File: src/rtl/keypad_scan_decoder.sv
// keypad_scan_decoder: drives a ROWS x COLS matrix keypad one row at a time.
// Each column sample passes through a 2-flop synchroniser. Samples are
// gathered into whole-frame results: NONE, SINGLE(idx) or MULTI. A result is
// accepted once it has been identical for DEBOUNCE_FRAMES consecutive frames.
// Accepted results drive a small press/release FSM with registered outputs.
// Optional macro KEYPAD_HEX_MAP_EN: on a 4x4 keypad, key codes follow the
// telephone hex layout instead of the raw row*COLS+col index.
module keypad_scan_decoder #(
  parameter int ROWS            = 4,
  parameter int COLS            = 4,
  parameter int SCAN_DIV        = 4,
  parameter int DEBOUNCE_FRAMES = 3,
  parameter int KEY_W           = (ROWS * COLS > 1) ? $clog2(ROWS * COLS) : 1
) (
  input  logic             clk,
  input  logic             rst,
  input  logic [COLS-1:0]  cols,
  output logic [ROWS-1:0]  row_drive,
  output logic [KEY_W-1:0] key_code,
  output logic             key_valid,
  output logic             key_release,
  output logic             key_held,
  output logic             multi_err
);

  localparam int RW = $clog2(ROWS);
  localparam int DW = $clog2(SCAN_DIV);
  localparam int SW = $clog2(DEBOUNCE_FRAMES + 1);
  localparam int CW = (COLS > 1) ? $clog2(COLS) : 1;

  localparam logic [RW-1:0] LAST_ROW   = RW'(ROWS - 1);
  localparam logic [DW-1:0] LAST_DIV   = DW'(SCAN_DIV - 1);
  localparam logic [SW-1:0] STABLE_MAX = SW'(DEBOUNCE_FRAMES);
  localparam logic [SW-1:0] STABLE_PRE = SW'(DEBOUNCE_FRAMES - 1);

  // Key-count encoding shared by row, frame and previous-frame results.
  localparam logic [1:0] CNT_NONE   = 2'd0;
  localparam logic [1:0] CNT_SINGLE = 2'd1;
  localparam logic [1:0] CNT_MULTI  = 2'd2;

  typedef enum logic [1:0] {
    S_IDLE,
    S_PRESSED,
    S_MULTI
  } state_t;

  // Adds two key counts, saturating at "two or more".
  function automatic logic [1:0] sat_cnt(input logic [1:0] a, input logic [1:0] b);
    logic [2:0] s;
    s = {1'b0, a} + {1'b0, b};
    return (s >= 3'd2) ? CNT_MULTI : s[1:0];
  endfunction

  // Maps a raw key index to the reported key code.
  function automatic logic [KEY_W-1:0] key_map(input logic [KEY_W-1:0] idx);
`ifdef KEYPAD_HEX_MAP_EN
    logic [3:0] hex;
    if (ROWS == 4 && COLS == 4) begin
      case (int'(idx))
        0:       hex = 4'h1;
        1:       hex = 4'h2;
        2:       hex = 4'h3;
        3:       hex = 4'hA;
        4:       hex = 4'h4;
        5:       hex = 4'h5;
        6:       hex = 4'h6;
        7:       hex = 4'hB;
        8:       hex = 4'h7;
        9:       hex = 4'h8;
        10:      hex = 4'h9;
        11:      hex = 4'hC;
        12:      hex = 4'hF;
        13:      hex = 4'h0;
        14:      hex = 4'hE;
        default: hex = 4'hD;
      endcase
      return KEY_W'(hex);
    end
    return idx;
`else
    return idx;
`endif
  endfunction

  logic [COLS-1:0]  cols_p0;
  logic [COLS-1:0]  cols_p1;
  logic [RW-1:0]    row_idx;
  logic [RW-1:0]    row_next;
  logic [DW-1:0]    div_cnt;
  logic             sample;
  logic             frame_end;
  logic [1:0]       row_cnt;
  logic [CW-1:0]    row_col;
  logic [KEY_W-1:0] row_key;
  logic [1:0]       acc_cnt;
  logic [KEY_W-1:0] acc_idx;
  logic [1:0]       mrg_cnt;
  logic [KEY_W-1:0] mrg_idx;
  logic [1:0]       prev_cnt;
  logic [KEY_W-1:0] prev_idx;
  logic [SW-1:0]    stable_cnt;
  logic             same;
  logic             accept;
  state_t           state;

  // Stage p0/p1: two-flop synchroniser for the asynchronous column inputs.
  always_ff @(posedge clk) begin
    if (rst) begin
      cols_p0 <= '0;
      cols_p1 <= '0;
    end else begin
      cols_p0 <= cols;
      cols_p1 <= cols_p0;
    end
  end

  // Row dwell counter and registered one-hot row strobe.
  always_ff @(posedge clk) begin
    if (rst) begin
      div_cnt   <= '0;
      row_idx   <= '0;
      row_drive <= ROWS'(1);
    end else if (div_cnt == LAST_DIV) begin
      div_cnt   <= '0;
      row_idx   <= row_next;
      row_drive <= ROWS'(1) << row_next;
    end else begin
      div_cnt <= div_cnt + 1'b1;
    end
  end

  // Column scan of the current row merged into the running frame result.
  always_comb begin
    row_next  = (row_idx == LAST_ROW) ? '0 : row_idx + 1'b1;
    sample    = (div_cnt == LAST_DIV);
    frame_end = sample && (row_idx == LAST_ROW);
    row_cnt   = CNT_NONE;
    row_col   = '0;
    for (int c = 0; c < COLS; c++) begin
      if (cols_p1[c]) begin
        if (row_cnt == CNT_NONE) row_col = CW'(c);
        row_cnt = sat_cnt(row_cnt, CNT_SINGLE);
      end
    end
    row_key = KEY_W'(row_idx) * KEY_W'(COLS) + KEY_W'(row_col);
    mrg_cnt = sat_cnt(acc_cnt, row_cnt);
    if (acc_cnt != CNT_NONE)      mrg_idx = acc_idx;
    else if (row_cnt != CNT_NONE) mrg_idx = row_key;
    else                          mrg_idx = '0;
    same   = (mrg_cnt == prev_cnt) && ((mrg_cnt != CNT_SINGLE) || (mrg_idx == prev_idx));
    accept = frame_end && (same ? (stable_cnt == STABLE_PRE) : (DEBOUNCE_FRAMES == 1));
  end

  // Stage p2: frame accumulator and frame-level debounce history.
  always_ff @(posedge clk) begin
    if (rst) begin
      acc_cnt    <= CNT_NONE;
      acc_idx    <= '0;
      prev_cnt   <= CNT_NONE;
      prev_idx   <= '0;
      stable_cnt <= '0;
    end else if (sample) begin
      if (frame_end) begin
        acc_cnt  <= CNT_NONE;
        acc_idx  <= '0;
        prev_cnt <= mrg_cnt;
        prev_idx <= mrg_idx;
        if (!same)                         stable_cnt <= SW'(1);
        else if (stable_cnt != STABLE_MAX) stable_cnt <= stable_cnt + 1'b1;
      end else begin
        acc_cnt <= mrg_cnt;
        acc_idx <= mrg_idx;
      end
    end
  end

  // Press/release FSM advanced only by accepted frame results.
  always_ff @(posedge clk) begin
    if (rst) begin
      state       <= S_IDLE;
      key_code    <= '0;
      key_valid   <= 1'b0;
      key_release <= 1'b0;
      key_held    <= 1'b0;
      multi_err   <= 1'b0;
    end else begin
      key_valid   <= 1'b0;
      key_release <= 1'b0;
      if (accept) begin
        case (state)
          S_IDLE: begin
            if (mrg_cnt == CNT_SINGLE) begin
              state     <= S_PRESSED;
              key_code  <= key_map(mrg_idx);
              key_valid <= 1'b1;
              key_held  <= 1'b1;
            end else if (mrg_cnt == CNT_MULTI) begin
              state     <= S_MULTI;
              multi_err <= 1'b1;
            end
          end
          S_PRESSED: begin
            if (mrg_cnt == CNT_NONE) begin
              state       <= S_IDLE;
              key_release <= 1'b1;
              key_held    <= 1'b0;
            end else if (mrg_cnt == CNT_MULTI) begin
              state     <= S_MULTI;
              key_held  <= 1'b0;
              multi_err <= 1'b1;
            end
          end
          S_MULTI: begin
            if (mrg_cnt == CNT_NONE) begin
              state     <= S_IDLE;
              multi_err <= 1'b0;
            end
          end
          default: begin
            state     <= S_IDLE;
            key_held  <= 1'b0;
            multi_err <= 1'b0;
          end
        endcase
      end
    end
  end

endmodule
File: config.mk
export PLATFORM = sky130hd
export DESIGN_NAME = keypad_scan_decoder
export DESIGN_NICKNAME = d
export VERILOG_FILES = /design/src/rtl/keypad_scan_decoder.sv
export SDC_FILE = /design/constraint.sdc
export NUM_CORES = 1
export LEC_CHECK = 0
export ABC_AREA = 0
export CAP_MARGIN = 20
export CORE_UTILIZATION = 54
export DETAILED_ROUTE_END_ITERATION = 10
export GPL_TIMING_DRIVEN = 0
export PLACE_DENSITY = 0.75
export SKIP_LAST_GASP = 1
export SLEW_MARGIN = 20
export SYNTH_ARGS = -nofsm -noshare
export SYNTH_HDL_FRONTEND = slang
export SYNTH_SLANG_ARGS = --single-unit
File: constraint.sdc
create_clock -name clk -period 4.68 [get_ports clk]
set_clock_uncertainty 0.15 [all_clocks]
set_input_delay 1.17 -clock clk [delete_from_list [all_inputs] [get_ports clk]]
set_output_delay 1.17 -clock clk [all_outputs]
set_load 0.01 [all_outputs]
==> summary.txt <==
Outcome
  • Status: completed

Clock tree
  • CTS clk-pin slew, worst paths: roughly 0.12 ns
  • H-tree levels: 2
  • Postcts setup bufs: 0
  • CTS buffer count: 5
  • # clock sinks: 40
  • Clk root buf: clkbuf_4
  • CTS Hold Bufs: 0
  • CTS tree: yes
  • Post-CTS Resized: 0
  • Insertion delay to the later sink of the worst-skew pair: about 0.35 ns
  • CTS max path bufs: 2

Floorplanning
  • Core ar.: between 3000 and 4000 sq um
  • Top-level I/O count: 18
  • Die Y: 62.2 microns
  • Initial core utilization: 0.573
  • Die ar.: 3870 sq um
  • Row count: 21
  • Die Width: 62.2 microns

Logic synthesis
  • Mapped Area: just under 2000 sq um
  • Cell variety after synth: 40
  • Post-Syn Instances: around 220
  • Syn Nets: approximately 240
  • Top FF cell, synth: dfxtp_1
  • EDFF count, synth: 0
  • Post-synth ARST share: 0
  • Post-synth top area share: 0.409
  • Most numerous cell in the Yosys netlist: dfxtp_1
  • Leading area contributor after synthesis: dfxtp_1
  • Commonest cells post-synth: dfxtp_1 (40), nor2_1 (34), a21oi_1 (14)
  • Sequential-to-total area share from yosys stat: 0.409
  • Top cells by area, synth: dfxtp_1 (41%), ha_1 (8.3%), nor2_1 (6.5%)
  • Number of synthesized register bits: 40
  • Warnings from Yosys: 0
  • Syn avg cell area: between 8 and 9 sq um

Timing
  • Slew margin rel.: 0.559
  • Max Transition Viols Final: 0
  • RSZ-0062 raised after global routing: false
  • Final period util: 0.802
  • Final setup viols: 0
  • Setup TNS Final: 0 ns
  • Fin. Hold Viols: 0
  • Final WS setup: 0.927 ns
  • Fmax: 266 MHz
  • Tightest Pin Transition: about 0.66 ns
  • Tmin final: between 3 and 4 ns

Global route
  • Initial antenna violation count: 0
  • First-pass GRT wire length: around 6500 microns
  • Grt ovf: 0
  • Largest net degree at the start of global routing: 13
  • Tot GR Track Use: 0.211
  • Vias in the first global route: between 1,000 and 1,500

Cells and area
  • Ant. Diodes: 0
  • Area of the multi-input gates: about 1100 sq um
  • Layout Utilization: 0.662
  • Storage cell area: 801 sq um
  • Layout cells sized above 1: 0.0607
  • Syn-to-layout area delta: 15.5%
  • Nets@finish: around 270
  • Post-layout instance area: roughly 2300 sq um
  • Fill count: about 290
  • Post-Layout Cell Count: just under 300

Drt
  • Drt drc: 0
  • 1st-pass router iterations: 4
  • ANT nets after route: 0
  • DRT iter0 DRCs: 51
  • Vias per inst: between 5 and 6
  • Wire length per cell: around 13 microns
  • Routed WL: 3680 microns
  • Vias: approximately 1,600

Power and ir drop
  • Pint: ~0.50 mW
  • Sw Pwr: roughly 0.17 mW
  • Clk pwr share: 0.339
  • Comb pwr share: 0.127
  • Leakage power: 0.868 nW
  • PwrDens: 293 nW/um^2
  • Switching share of power: 0.252
  • Share of power burned in registers: 0.534
  • VDD IR max: ~0.16 mV

Place
  • HPWL after DPL: 2680 microns
  • Dpl cells: approximately 290
  • RePlAce Congestion: roughly 0.81
  • Placed Area: ~2200 sq um
  • Pre-CTS setup slack: 0.956 ns
  • Port bufs: 17

Critical path
  • Crit. Startpoint: cols_p1[1]$_SDFF_PP0_
  • Critical Path AT: about 4 ns
  • Crit path required time: roughly 4.8 ns
  • Register-to-Register Setup Slack: a little over 0.9 ns
  • Worst setup SP type: flop
  • Setup CP Type: reg -> reg
  • RR Startpoint: cols_p1[1]$_SDFF_PP0_
  • Crit-path max FO: 9
  • CP endpoint kind: flop

Min path
  • Hold wc startpoint: div_cnt[0]$_SDFF_PP0_
  • Hold crit path type: reg -> reg

Job
  • Max Cap Viol: 0
[area by class of cell]
class                      instances  area share
clock inverter                     2      0.0155
tap                               46      0.0255
timing repair buffer              17      0.0753
inverter                          10      0.0166
sequential                        40       0.354
multi-input combinational        163       0.476
buffer                             9      0.0183
clock buffer                       6      0.0183
[through the flow]
stage	power [mW]	hold slack, ns
after detailed placement	0.445	0.260
after CTS	0.667	0.277
after floorplan	0.423	0.248
after global routing	0.693	0.310
after global placement	0.444	0.264
final	0.662	0.275
[cell usage in the layout (no fill, tap or decap), types with 2 or more instances in the layout]
cell type and count:
o21ai_0 8, or3_1 3, nor2b_1 13, o211a_1 2
nand3_1 6, inv_1 10, and2_1 2, mux2i_1 7
o31ai_2 2, a21oi_1 14, nor2_1 34, nand2_1 13
a31oi_1 4, clkdlybuf4s50_1 17, a211oi_1 4, nor3_1 10
dfxtp_1 40, nor4_1 3, clkbuf_4 5, clkbuf_1 9
nor3b_1 2, xor2_1 3, nand2b_1 3, ha_1 13
[state kept, by name, summed over array words and instances, names as in the netlist]
signal and count:
acc_cnt 2, acc_idx 4, cols_p0 4, cols_p1 4, div_cnt 2, key_code 4
key_held 1, key_release 1, key_valid 1, multi_err 1, prev_cnt 2, prev_idx 4
row_drive 4, row_idx 2, stable_cnt 2, state 2
[cell families after synthesis]
logic type | after synthesis | share of synthesized area
AO/OA/AOI/OAI | 45 | 0.167
XOR/XNOR | 4 | 0.0179
adder cells (fa/ha/maj) | 14 | 0.0934
buffers and inverters | 19 | 0.0403
flip-flops | 40 | 0.409
multiplexers | 8 | 0.0416
AND/OR/NAND/NOR | 92 | 0.230
[power by group through the flow]
stage	sequential [mW]	clock (mW)	combinational [mW]
global placement	0.361	0	0.0834
CTS	0.353	0.228	0.0849
global route	0.355	0.244	0.0947
floorplan	0.361	0	0.0622
finish	0.353	0.225	0.0841
detailed placement	0.361	0	0.0843
[metal layers]
metal,global-route usage,vias up,part of all wire
met2,0.346,17,0.47
met4,0.0698,0,0.012
met1,0.271,721,0.49
met3,0.0496,6,0.031
li1,-,823,-
met5,0,-,0
[worst paths after layout]
path / to / cells after the start
max: key_code[1]$_SDFFE_PP0P_ / 15
min: div_cnt[0]$_SDFF_PP0_ / 1
max reg2reg: key_code[1]$_SDFFE_PP0P_ / 15
min reg2reg: div_cnt[0]$_SDFF_PP0_ / 1
[worst max-delay path, cell delays in order (launching register included)]
cell	delay [ns]
dfxtp_1	0.40
inv_1	0.08
ha_1	0.31
nor2b_1	0.15
a211oi_1	0.32
nor2_1	0.09
ha_1	0.18
inv_1	0.06
fa_1	0.43
nand2_1	0.28
a21oi_1	0.11
nor2_1	0.17
o211a_1	0.31
nand2_1	0.18
or3_1	0.34
a21oi_1	0.13
No activity file was read; power rests on OpenSTA's default activity.
